<file path="src/rtl/ctrl_seq.sv">
// Multi-channel reset/clock-enable sequencer: holds all channels in reset after
// a start, releases them one by one, then gives each its own divided strobe.
module ctrl_seq #(
  parameter int NUM_CH  = 4,
  parameter int DIV_W   = 8,
  parameter int RST_CYC = 10,
  parameter int GAP     = 3
) (
  input  logic                    clk,
  input  logic                    rst,
  input  logic                    start,
  input  logic                    abort,
  input  logic [NUM_CH*DIV_W-1:0] div_cfg,
  output logic [NUM_CH-1:0]       ch_rst,
  output logic [NUM_CH-1:0]       ch_ce,
  output logic                    busy,
  output logic                    done
);

  localparam int MAX_CYC  = (RST_CYC > GAP) ? RST_CYC : GAP;
  localparam int CNT_W    = (MAX_CYC > 2) ? $clog2(MAX_CYC) : 1;
  localparam int IDX_W    = (NUM_CH > 1) ? $clog2(NUM_CH) : 1;
  // ASSERT occupies RST_CYC-1 cycles so ch_rst[0] falls RST_CYC cycles after start
  localparam int AST_LAST = (RST_CYC >= 2) ? RST_CYC - 2 : 0;
  localparam int IDX_LAST = (NUM_CH >= 2) ? NUM_CH - 2 : 0;

  typedef enum logic [1:0] {IDLE, ASSERT, RELEASE, RUN} state_t;

  state_t                   state, state_nxt;
  logic [CNT_W-1:0]         cnt, cnt_nxt;
  logic [IDX_W-1:0]         idx, idx_nxt;
  logic [NUM_CH-1:0]        rst_nxt, ce_nxt;
  logic                     busy_nxt, done_nxt, load_cfg;
  logic [DIV_W-1:0]         dcnt     [NUM_CH];
  logic [DIV_W-1:0]         dcnt_nxt [NUM_CH];
  logic [DIV_W-1:0]         cfg      [NUM_CH];

  always_comb begin
    state_nxt = state;
    cnt_nxt   = cnt;
    idx_nxt   = idx;
    rst_nxt   = ch_rst;
    done_nxt  = 1'b0;
    load_cfg  = 1'b0;
    case (state)
      IDLE: begin
        rst_nxt = '1;
        cnt_nxt = '0;
        idx_nxt = '0;
        if (start) begin
          state_nxt = ASSERT;
          load_cfg  = 1'b1;
        end
      end
      ASSERT: begin
        if (cnt == CNT_W'(AST_LAST)) begin
          cnt_nxt    = '0;
          idx_nxt    = '0;
          rst_nxt[0] = 1'b0;
          if (NUM_CH == 1) begin
            state_nxt = RUN;
            done_nxt  = 1'b1;
          end else begin
            state_nxt = RELEASE;
          end
        end else begin
          cnt_nxt = cnt + 1'b1;
        end
      end
      RELEASE: begin
        if (cnt == CNT_W'(GAP - 1)) begin
          cnt_nxt = '0;
          idx_nxt = idx + 1'b1;
          for (int k = 1; k < NUM_CH; k++) begin
            if (k == int'(idx) + 1) rst_nxt[k] = 1'b0;
          end
          if (idx == IDX_W'(IDX_LAST)) begin
            state_nxt = RUN;
            done_nxt  = 1'b1;
          end
        end else begin
          cnt_nxt = cnt + 1'b1;
        end
      end
      RUN: begin
        if (start) begin
          state_nxt = ASSERT;
          rst_nxt   = '1;
          cnt_nxt   = '0;
          idx_nxt   = '0;
          load_cfg  = 1'b1;
        end
      end
      default: state_nxt = IDLE;
    endcase
    // abort overrides everything, including a start in the same cycle
    if (abort) begin
      state_nxt = IDLE;
      rst_nxt   = '1;
      cnt_nxt   = '0;
      idx_nxt   = '0;
      done_nxt  = 1'b0;
      load_cfg  = 1'b0;
    end
    busy_nxt = (state_nxt == ASSERT) || (state_nxt == RELEASE);
    // Dividers restart from 0 on the release cycle so the first strobe lands div_k later
    for (int k = 0; k < NUM_CH; k++) begin
      if (rst_nxt[k] || ch_rst[k])  dcnt_nxt[k] = '0;
      else if (dcnt[k] == cfg[k])   dcnt_nxt[k] = '0;
      else                          dcnt_nxt[k] = dcnt[k] + 1'b1;
      ce_nxt[k] = !rst_nxt[k] && (dcnt_nxt[k] == cfg[k]);
    end
  end

  always_ff @(posedge clk) begin
    if (rst) begin
      state  <= IDLE;
      cnt    <= '0;
      idx    <= '0;
      ch_rst <= '1;
      ch_ce  <= '0;
      busy   <= 1'b0;
      done   <= 1'b0;
      for (int k = 0; k < NUM_CH; k++) dcnt[k] <= '0;
    end else begin
      state  <= state_nxt;
      cnt    <= cnt_nxt;
      idx    <= idx_nxt;
      ch_rst <= rst_nxt;
      ch_ce  <= ce_nxt;
      busy   <= busy_nxt;
      done   <= done_nxt;
      for (int k = 0; k < NUM_CH; k++) dcnt[k] <= dcnt_nxt[k];
    end
  end

  always_ff @(posedge clk) begin
    if (load_cfg && !rst) begin
      for (int k = 0; k < NUM_CH; k++) cfg[k] <= div_cfg[k*DIV_W +: DIV_W];
    end
  end

endmodule
</file>
<file path="config.mk">
export PLATFORM = sky130hd
export DESIGN_NAME = ctrl_seq
export DESIGN_NICKNAME = d
export VERILOG_FILES = /design/src/rtl/ctrl_seq.sv
export SDC_FILE = /design/constraint.sdc
export NUM_CORES = 1
export LEC_CHECK = 0
export ABC_AREA = 1
export CAP_MARGIN = 15
export CORE_UTILIZATION = 60
export CTS_BUF_LIST = sky130_fd_sc_hd__clkbuf_4
export CTS_CLUSTER_SIZE = 14
export DETAILED_ROUTE_END_ITERATION = 12
export PLACE_DENSITY = 0.83
export SETUP_SLACK_MARGIN = 0.02
export SLEW_MARGIN = 20
export SYNTH_ARGS = -nofsm -noshare
export SYNTH_HDL_FRONTEND = slang
export SYNTH_SLANG_ARGS = --single-unit
</file>
<file path="constraint.sdc">
create_clock -name clk -period 3.1 [get_ports clk]
set_clock_uncertainty 0.05 [all_clocks]
set_input_delay 0.31 -clock clk [delete_from_list [all_inputs] [get_ports clk]]
set_output_delay 0.31 -clock clk [all_outputs]
set_load 0.02 [all_outputs]
</file>
# ---- After elaboration in Yosys (flattened, before gate mapping)
# Memories as Yosys holds them, arrays and structs flattened.
# Cells that the tools add are included.
dict set report totals {
  regBits 18
  mem_bits_rw 64
  input_bits 36
  output_inout_bits 10
  elab_cells 108
  n_memories 2
}
dict set report op_classes {
  addsub 7
  n_eq_ne 22
  mux 44
  n_bitwise 6
  reduce_logical 20
}
# name depth width rd rd_ports_with_merged_regs wr line
set memory_table {}
lappend memory_table {cfg 4 8 4 0 4 36} ;# logic [DIV_W-1:0] cfg [NUM_CH];
lappend memory_table {dcnt 4 8 4 0 4 34} ;# logic [DIV_W-1:0] dcnt [NUM_CH];
# cell n
set ops {}
lappend ops {{8-bit 2-to-1 mux} 12}
lappend ops {{8-bit equality test} 8}
lappend ops {{8-bit by 1-bit adder with 8-bit output, second input constant} 4}
lappend ops {{2-bit by 32-bit equality test with 1-bit output, first input constant} 1}
lappend ops {{3-bit by 32-bit equality test with 1-bit output, first input constant} 1}
lappend ops {{4-bit 2-to-1 mux} 5}
lappend ops {{2-bit 2-to-1 mux} 8}
lappend ops {{4-bit one-hot mux with 4 select lines} 1}
lappend ops {{1-bit 2-to-1 mux} 13}
lappend ops {{3-bit one-hot mux with 3 select lines} 1}
lappend ops {{2-bit equality test, second input constant} 4}
lappend ops {{2-bit one-hot mux with 4 select lines} 1}
lappend ops {{2-bit inequality test, second input constant} 3}
lappend ops {{2-bit one-hot mux with 3 select lines} 1}
lappend ops {{1-bit logical AND} 5}
lappend ops {{1-bit logical NOT} 5}
lappend ops {{1-bit logical OR} 5}
lappend ops {{4-bit by 1-bit adder with 4-bit output, second input constant} 1}
lappend ops {{2-bit by 1-bit equality test with 1-bit output, second input constant} 2}
lappend ops {{4-bit by 2-bit equality test with 1-bit output, second input constant} 1}
lappend ops {{4-bit equality test, second input constant} 1}
lappend ops {{1-bit OR} 4}
lappend ops {{2-bit OR reduction} 2}
lappend ops {{4-bit OR reduction} 1}
lappend ops {{8 further kinds} 9}

# ---- Longest topological paths before layout
# Gate-level depths: netlist of the first run.
dict set report logic_depth {
  depth_word 10
  depth_mapped 16
  ltp_nobuf 15
}

# ---- Worst setup path after synthesis of the first run
# OpenSTA, ideal clock, no wires.
dict set report synth_path {
  path_type {register to register}
  from {register state[0]}
  to {memory cfg[0][0], enable pin}
  setup_ns 0.421
  arrival_time_ns 2.216
  required_ns 2.629
  setup_slack_ns 0.413
  path_stages_with_launch 6
  path_buffers 0
  synth_period_minus_slack_ns 2.687
  cell_sequence {dfxtp_1 > inv_1 > ha_1 > inv_1 > nand2_1 > nor2_1}
}
# element line
set synth_lines {}
lappend synth_lines {{from (decl)} 29} ;# state_t state, state_nxt;
lappend synth_lines {{from (signal assigned)} 126} ;# state <= state_nxt;
lappend synth_lines {{to (decl)} 36}

# ---- Worst setup path after layout of the first run
dict set report layout_path {
  from {register state[0]}
  to {register ch_ce[3]}
}
dict set report layout_between {
  elab_chain_len 7
  word_cells_on_any_way 10
  cone_classes {eq/ne (3); mux (3); reduce/logical (4)}
}
# element line
set layout_lines {}
lappend layout_lines {{2-bit equality test / 2-bit logical NOT (equally long branches)} 45} ;# case (state)
lappend layout_lines {{3-bit one-hot mux with 3 select lines *} 45}
lappend layout_lines {{4-bit 2-to-1 mux *} 97} ;# if (abort) begin
lappend layout_lines {{1-bit logical OR} 108} ;# if (rst_nxt[k] || ch_rst[k]) dcnt_nxt[k] = '0;
lappend layout_lines {{8-bit 2-to-1 mux} 108}
lappend layout_lines {{8-bit equality test} 111} ;# ce_nxt[k] = !rst_nxt[k] && (dcnt_nxt[k] == cfg[k]);
lappend layout_lines {{1-bit logical AND *} 111}
lappend layout_lines {{to (signal assigned)} 130} ;# ch_ce <= ce_nxt;
lappend layout_lines {{to (decl)} 15} ;# output logic [NUM_CH-1:0] ch_ce,
# Mark *: on every way between the ends. The rest lies on a longest branch, timed or not.
# A chain may end at the register's enable or synchronous reset.

==> metrics, run 1 <==
Post-CTS Hold Fix Bufs=0; HP Class=input pin to flip-flop; P&R area growth vs syn=14.5%; clock tree buffer depth=2; antenna violations before repair=0; die area=8530 sq um; Cell Area, Synth=4900 sq um; Layout Nets=812; CP Depth=13; CP dominant cell by count=nand2_1; clock root buffer=clkbuf_4; max cap viols=0; Ys Warns=0; Core Footprint=7810 sq um; leakage=around 2.5 nW; Setup Fix Bufs, Post-CTS=0; layout cells sized above 1=approximately 5.7%; Seq. cell area=1960 sq um; slew margin rel.=65.1%; RSZ-0062 raised after global routing=no; final hold vios=0; H-tree levels=3; final WL=10600 um; Vias/cell=5.16; crit-path leading delay family=simple AND/OR/NAND/NOR gates; GR Overflow Total=0; drt wl/cell=12.2 um; Power Density=351 nW/um^2; DR pass1 iterations=4; Period minus WS final=2.37 ns; vias in the first global route=4304; clock insertion delay at the later pin of the skew report=0.43 ns; Initial Util=62.7%; status=complete, no violations; io pins=46; PostCTS Resize Cnt=0; DRC=0; Die W=roughly 92 um; Synth Net Count=763; critical path type=flip-flop to flip-flop; mean post-synth cell area=6.87 sq um; Antenna diodes=0; clock slew at reported path FFs=0.14 ns; Setup Viol. Count Final=0; register area share after synthesis=40.1%; Critical Path Slowest Stage Cell=dfxtp_1; Port Buffers=45; Yosys top cell by area=dfxtp_1; critical path fanouts, max=12; largest net degree at the start of global routing=36; Critical R2R Launch=state[0]; Starting DRT DRC Count=215; period utilization=around 76%; crit path launch type=flip-flop; dpl ws=0.754 ns; final-layout fill cell count=between 600 and 700; CTS tree=built; Synth top area share=20.4%; Peak Freq=0.422 GHz; GRT Util Overall=around a quarter; reg2reg setup slack=0.73 ns; Slew Viols, Final=0; Mapped Cells=713; Fin Setup TNS=0 ns; top cells by area, synth=dfxtp_1 20%, edfxtp_1 20%, nand2_1 17%; hpwl dp=8100 um; vias=between 4000 and 5000; Worst VDD drop=~0.25 mV; Crit path buffers/inverters=1; Final Wtd Congestion=0.999; #FFs+latches synth=82; Least-Margin Pin Slew=0.522 ns; Worst Setup SP=state[0]; number of distinct library cells after synthesis=32; R2R depth=13; critical path data arrival time=~2.7 ns; Crit. End Element=flip-flop; Req. time, crit path=3.42 ns; Die Y=92.3 um; CP Cell Sequence=inv_1, ha_1, o21ai_0, nand3_1, nand3_1, nand2_1, nor2_2, nand2_1, nand2_1, nand2_1, nor2_1, nand3_1, nor2_1; multi-input logic area=approximately 2500 sq um; Final ANT Viol Nets=0; # clock sinks=82; first-pass GRT wire length=between 15000 and 20000 um; Final WS setup=between 0.7 and 0.8 ns; cts bufs inserted=9; Worst Setup EP=ch_ce[3]; # rows=32; worst r2r dst=ch_ce[3]; critical path's largest stage delay=0.40 ns
==> flip-flops by register name, indices dropped and copies added (netlist names) <==
name	cells
cfg	32
dcnt	32
ch_ce	4
ch_rst	4
cnt	4
idx	2
state	2
busy	1
done	1
==> metal layers <==
| metal | GRT usage, % | share of wire, % | up-vias |
|---|---|---|---|
| met5 | 0 | 0 | - |
| met4 | 8.72 | 1.5 | 0 |
| met3 | 6.32 | 4.6 | 18 |
| met2 | 48.2 | 52 | 111 |
| met1 | 29.6 | 42 | 2047 |
| li1 | - | - | 2312 |
==> final cells by class <==
type	count	share of cell area, %
Multi-Input combinational cell	513	44.3
Sequential cell	82	35.0
Timing Repair Buffer	47	8.52
Inverter	109	7.32
Tap cell	102	2.28
Clock inverter	7	1.36
Clock buffer	9	1.20
==> per-stage QoR <==
stage	cell area [sq um]	total power [mW]	utilization (%)	cells	hold slack [ns]
2_1_floorplan	4900	1.27	-	713	0.359
3_3_place_gp	5460	1.35	70.0	853	0.439
3_5_place_dp	5460	1.35	70.0	853	0.460
4_1_cts	5610	1.99	71.8	869	0.350
5_1_grt	5610	2.05	71.8	869	0.343
6_report	5610	1.97	71.8	869	0.368
==> Yosys cell counts <==
master and number:
a211oi_1 2, buf_6 1, nand2_1 223, o21bai_1 1
dfxtp_1 50, nor2_4 3, o311ai_0 1, clkinv_2 1
or2_0 2, clkbuf_1 4, nor2_2 4, nand3b_1 3
nor3_1 11, a21oi_1 10, nand3_1 40, xor2_1 19
nand4_1 18, nand3_2 4, ha_1 14, nor4_1 1
o21ai_0 11, nor2_1 119, xnor2_1 12, buf_2 4
nand2_2 7, inv_2 5, o21a_1 1, inv_1 103
o211ai_1 2, nand2_4 2, o21ai_1 3, edfxtp_1 32
==> worst reg2reg max path: cells and delay by family, from the launching register on <==
kind | cells | cell delay (ns)
AOI/OAI and AO/OA | 1 | 0.21
and+or+nand+nor | 10 | 1.27
adders and majority gates | 1 | 0.29
DFF | 1 | 0.40
buffers and inverters | 1 | 0.11
==> cells in the final DEF, fill, tap and decap left out, drive strengths merged, types with 3 or more instances in the layout <==
cell / synthesis / final
nand3b: 3 / 3
xnor2: 12 / 12
clkbuf: 4 / 9
nor3: 11 / 11
o21ai: 14 / 14
inv: 108 / 111
nor2: 126 / 126
nand3: 44 / 44
nand2: 232 / 232
nand4: 18 / 18
dfxtp: 50 / 50
clkdlybuf4s50: 0 / 45
a21oi: 10 / 10
edfxtp: 32 / 32
clkinv: 1 / 4
xor2: 19 / 19
ha: 14 / 14
==> how the worst min path moves through the flow <==
stage	startpoint	endpoint	slack, ns	depth (start not counted)
2_1_floorplan	div_cfg[0]	cfg[0][0]	0.36	0
3_3_place_gp	cnt[0]	cnt[0]	0.44	2
3_5_place_dp	cnt[0]	cnt[0]	0.46	2
4_1_cts	div_cfg[29]	cfg[3][5]	0.35	1
5_1_grt	div_cfg[9]	cfg[1][1]	0.34	1
6_report	div_cfg[28]	cfg[3][4]	0.37	1
==> cells by family after synthesis <==
kind of cell,after synthesis,synth area share (%)
buffers and inverters,118,9.33
flip-flops,82,40.1
XOR/XNOR,31,5.54
AND/OR/NAND/NOR,437,37.9
AO/OA/AOI/OAI,31,3.55
adder cells (fa/ha/maj),14,3.58
==> report_power, final <==
group	total, mW	internal (mW)	switching, mW
clock	0.640	0.255	0.386
combinational	0.175	0.0800	0.0948
sequential	1.15	1.14	0.0153
total	1.97	1.47	0.496
Power figures use the tool's default switching activity.
==> run 2, diff against run 1 <==
--- a/config.mk
+++ b/config.mk
@@ -7,11 +7,11 @@
 export LEC_CHECK = 0
 export ABC_AREA = 1
 export CAP_MARGIN = 15
-export CORE_UTILIZATION = 60
+export CORE_UTILIZATION = 54
 export CTS_BUF_LIST = sky130_fd_sc_hd__clkbuf_4
 export CTS_CLUSTER_SIZE = 14
 export DETAILED_ROUTE_END_ITERATION = 12
-export PLACE_DENSITY = 0.83
+export PLACE_DENSITY = 0.79
 export SETUP_SLACK_MARGIN = 0.02
 export SLEW_MARGIN = 20
 export SYNTH_ARGS = -nofsm -noshare
==> constraint.sdc (replaced) <==
create_clock -name clk -period 1.94 [get_ports clk]
set_clock_uncertainty 0.05 [all_clocks]
set_input_delay 0.194 -clock clk [delete_from_list [all_inputs] [get_ports clk]]
set_output_delay 0.194 -clock clk [all_outputs]
set_load 0.02 [all_outputs]
==> run 2 against run 1 <==
The run now ends with setup timing left. Non-clock buffer count increased by 52. Routed wire length rose by 16%. Total power increased by 62%. Sequential power rose by 61%. Die area up 11%. Largest cell class unchanged. Largest power group unchanged. Highest routed layer unchanged.
==> metrics, run 2 (synthesized netlist as in run 1, its figures left out) <==
HP Class=input pin to flip-flop; Period minus WS final=2.02 ns; P&R area growth vs syn=28.6%; clock tree buffer depth=2; Final Wtd Congestion=between 0.9 and 1; critical path type=flip-flop to flip-flop; hpwl dp=about 8300 um; most frequent cells in the layout=207 x nand2_1, 108 x nor2_1, 98 x inv_1, 48 x dfxtp_1, 45 x clkdlybuf4s50_1; DRC=0; largest net degree at the start of global routing=24; DR pass1 iterations=7; Final ANT Viol Nets=0; most common cell after layout, fill and taps aside=nand2_1; Port Buffers=45; final hold vios=0; Slew Viols, Final=0; Setup Viol. Count Final=3; cts bufs inserted=9; Crit. End Element=flip-flop; # rows=34; placed cells=approximately 900; period utilization=104%; RSZ-0062 raised after global routing=yes; Least-Margin Pin Slew=0.367 ns; GRT Util Overall=approximately a quarter; Worst VDD drop=0.360 mV; vias in the first global route=4717; Design Power=~3.2 mW; drt wl/cell=~13 um; Layout Nets=864; Die Y=97.2 um; Core Footprint=8760 sq um; Largest regs=cfg: 32 flops, dcnt: 32 flops; vias=4837; Crit path buffers/inverters=3; status=finished, violations left; slew margin rel.=around three quarters; failing checks=setup timing; Critical Path Slowest Stage Cell=dfxtp_4; critical path's largest stage delay=0.42 ns; crit path launch type=flip-flop; CP Cell Sequence=buf_6, ha_4, nand2_4, nand2_4, nand2_2, nand2_2, nand2_4, nand2_4, nor2_4, buf_6, buf_6, nand3_2, nand2_2, nor2_4, nand3_2, nor2_1; clock slew at reported path FFs=0.13 ns; antenna violations before repair=0; max cap viols=0; io pins=46; Hold Slack=around 0.25 ns; Antenna diodes=0; Vias/cell=around 5.2; final WL=between 10000 and 15000 um; Post-Route Utilization=71.9%; leakage=around 2.8 nW; layout cells sized above 1=17.3%; clock root buffer=clkbuf_4; CTS tree=built; Req. time, crit path=2.27 ns; critical path fanouts, max=4; post-route insts no fill=927; GR Overflow Total=0; # clock sinks=82; CP dominant cell by count=nand2_4; first-pass GRT wire length=around 20000 um; Die W=97.2 um; Peak Freq=0.495 GHz; H-tree levels=3; die area=9450 sq um; Power Density=507 nW/um^2; critical path data arrival time=2.35 ns; crit-path leading delay family=simple AND/OR/NAND/NOR gates; final-layout fill cell count=about 670; clock insertion delay at the later pin of the skew report=0.43 ns; Fin Setup TNS=-0.116 ns; Final WS setup=-0.0800 ns; Starting DRT DRC Count=242; Initial Util=55.9%
[run 2: changes by cell type in the layout (fill, tap and decap cells not counted), sizes merged]
| cell | delta |
|---|---|
| clkinv | +2 |
| buf | +52 |
| inv | -2 |
[run 2: path summary, 6_finish.rpt]
kind | start | to | slack (ns) | depth (start not counted)
hold reg to reg | idx[1] | idx[1] | 0.50 | 2
setup / recovery | state[0] | ch_ce[2] | -0.08 | 16
setup reg to reg | state[0] | ch_ce[2] | -0.08 | 16
hold / removal | div_cfg[4] | cfg[0][4] | 0.25 | 1
[run 2: final cells by class]
class | instances | area (sq um) | share of cell area, %
multi-input cells | 513 | 2720 | 43.2
flip-flops and latches | 82 | 1970 | 31.3
repair buffers | 99 | 906 | 14.4
inverters | 109 | 427 | 6.77
well taps | 108 | 135 | 2.15
clock inverters | 7 | 70.1 | 1.11
clock buffers | 9 | 67.6 | 1.07
[run 2: power breakdown]
| group | total, mW | leakage (nW) | internal, mW | switching, mW |
|---|---|---|---|---|
| Sequential | 1.85 | 0.698 | 1.82 | 0.0273 |
| Combinational | 0.366 | 2.05 | 0.178 | 0.189 |
| Clock | 0.983 | 0.0773 | 0.391 | 0.592 |
[run 2: per-stage QoR]
stage                     setup WS, ns  instance area (sq um)
after floorplan                 0.0984                   4900
after global placement         -0.0749                   5700
after detailed placement        -0.169                   5700
after CTS                      -0.0148                   6080
after global routing            -0.192                   6300
final                          -0.0800                   6300
[run 2: what timing repair did]
action / in CTS / in global routing
gates resized for setup: 36 / 54
pin swaps: 15 / 38
setup buffers: 13 / 10
endpoints found under the setup margin: 6 / 6
hold buffers: 0 / 0
[run 2: per-layer routing]
| layer | up-vias | routed length, um | track usage (%) | share of wire [%] |
|---|---|---|---|---|
| met2 | 174 | 6290 | 45.9 | 51 |
| li1 | 2422 | - | - | - |
| met1 | 2196 | 4840 | 27.8 | 39 |
| met5 | - | 0 | 0 | 0 |
| met4 | 0 | 450 | 13.1 | 3.7 |
| met3 | 45 | 712 | 5.54 | 5.8 |
==> run 3, diff against run 2 <==
--- a/config.mk
+++ b/config.mk
@@ -9,7 +9,7 @@
 export CAP_MARGIN = 15
 export CORE_UTILIZATION = 54
 export CTS_BUF_LIST = sky130_fd_sc_hd__clkbuf_4
-export CTS_CLUSTER_SIZE = 14
+export CTS_CLUSTER_SIZE = 40
 export DETAILED_ROUTE_END_ITERATION = 12
 export PLACE_DENSITY = 0.79
 export SETUP_SLACK_MARGIN = 0.02
==> results of run 3 <==
The final DEF is identical to that of run 2; final timing and power are the same.
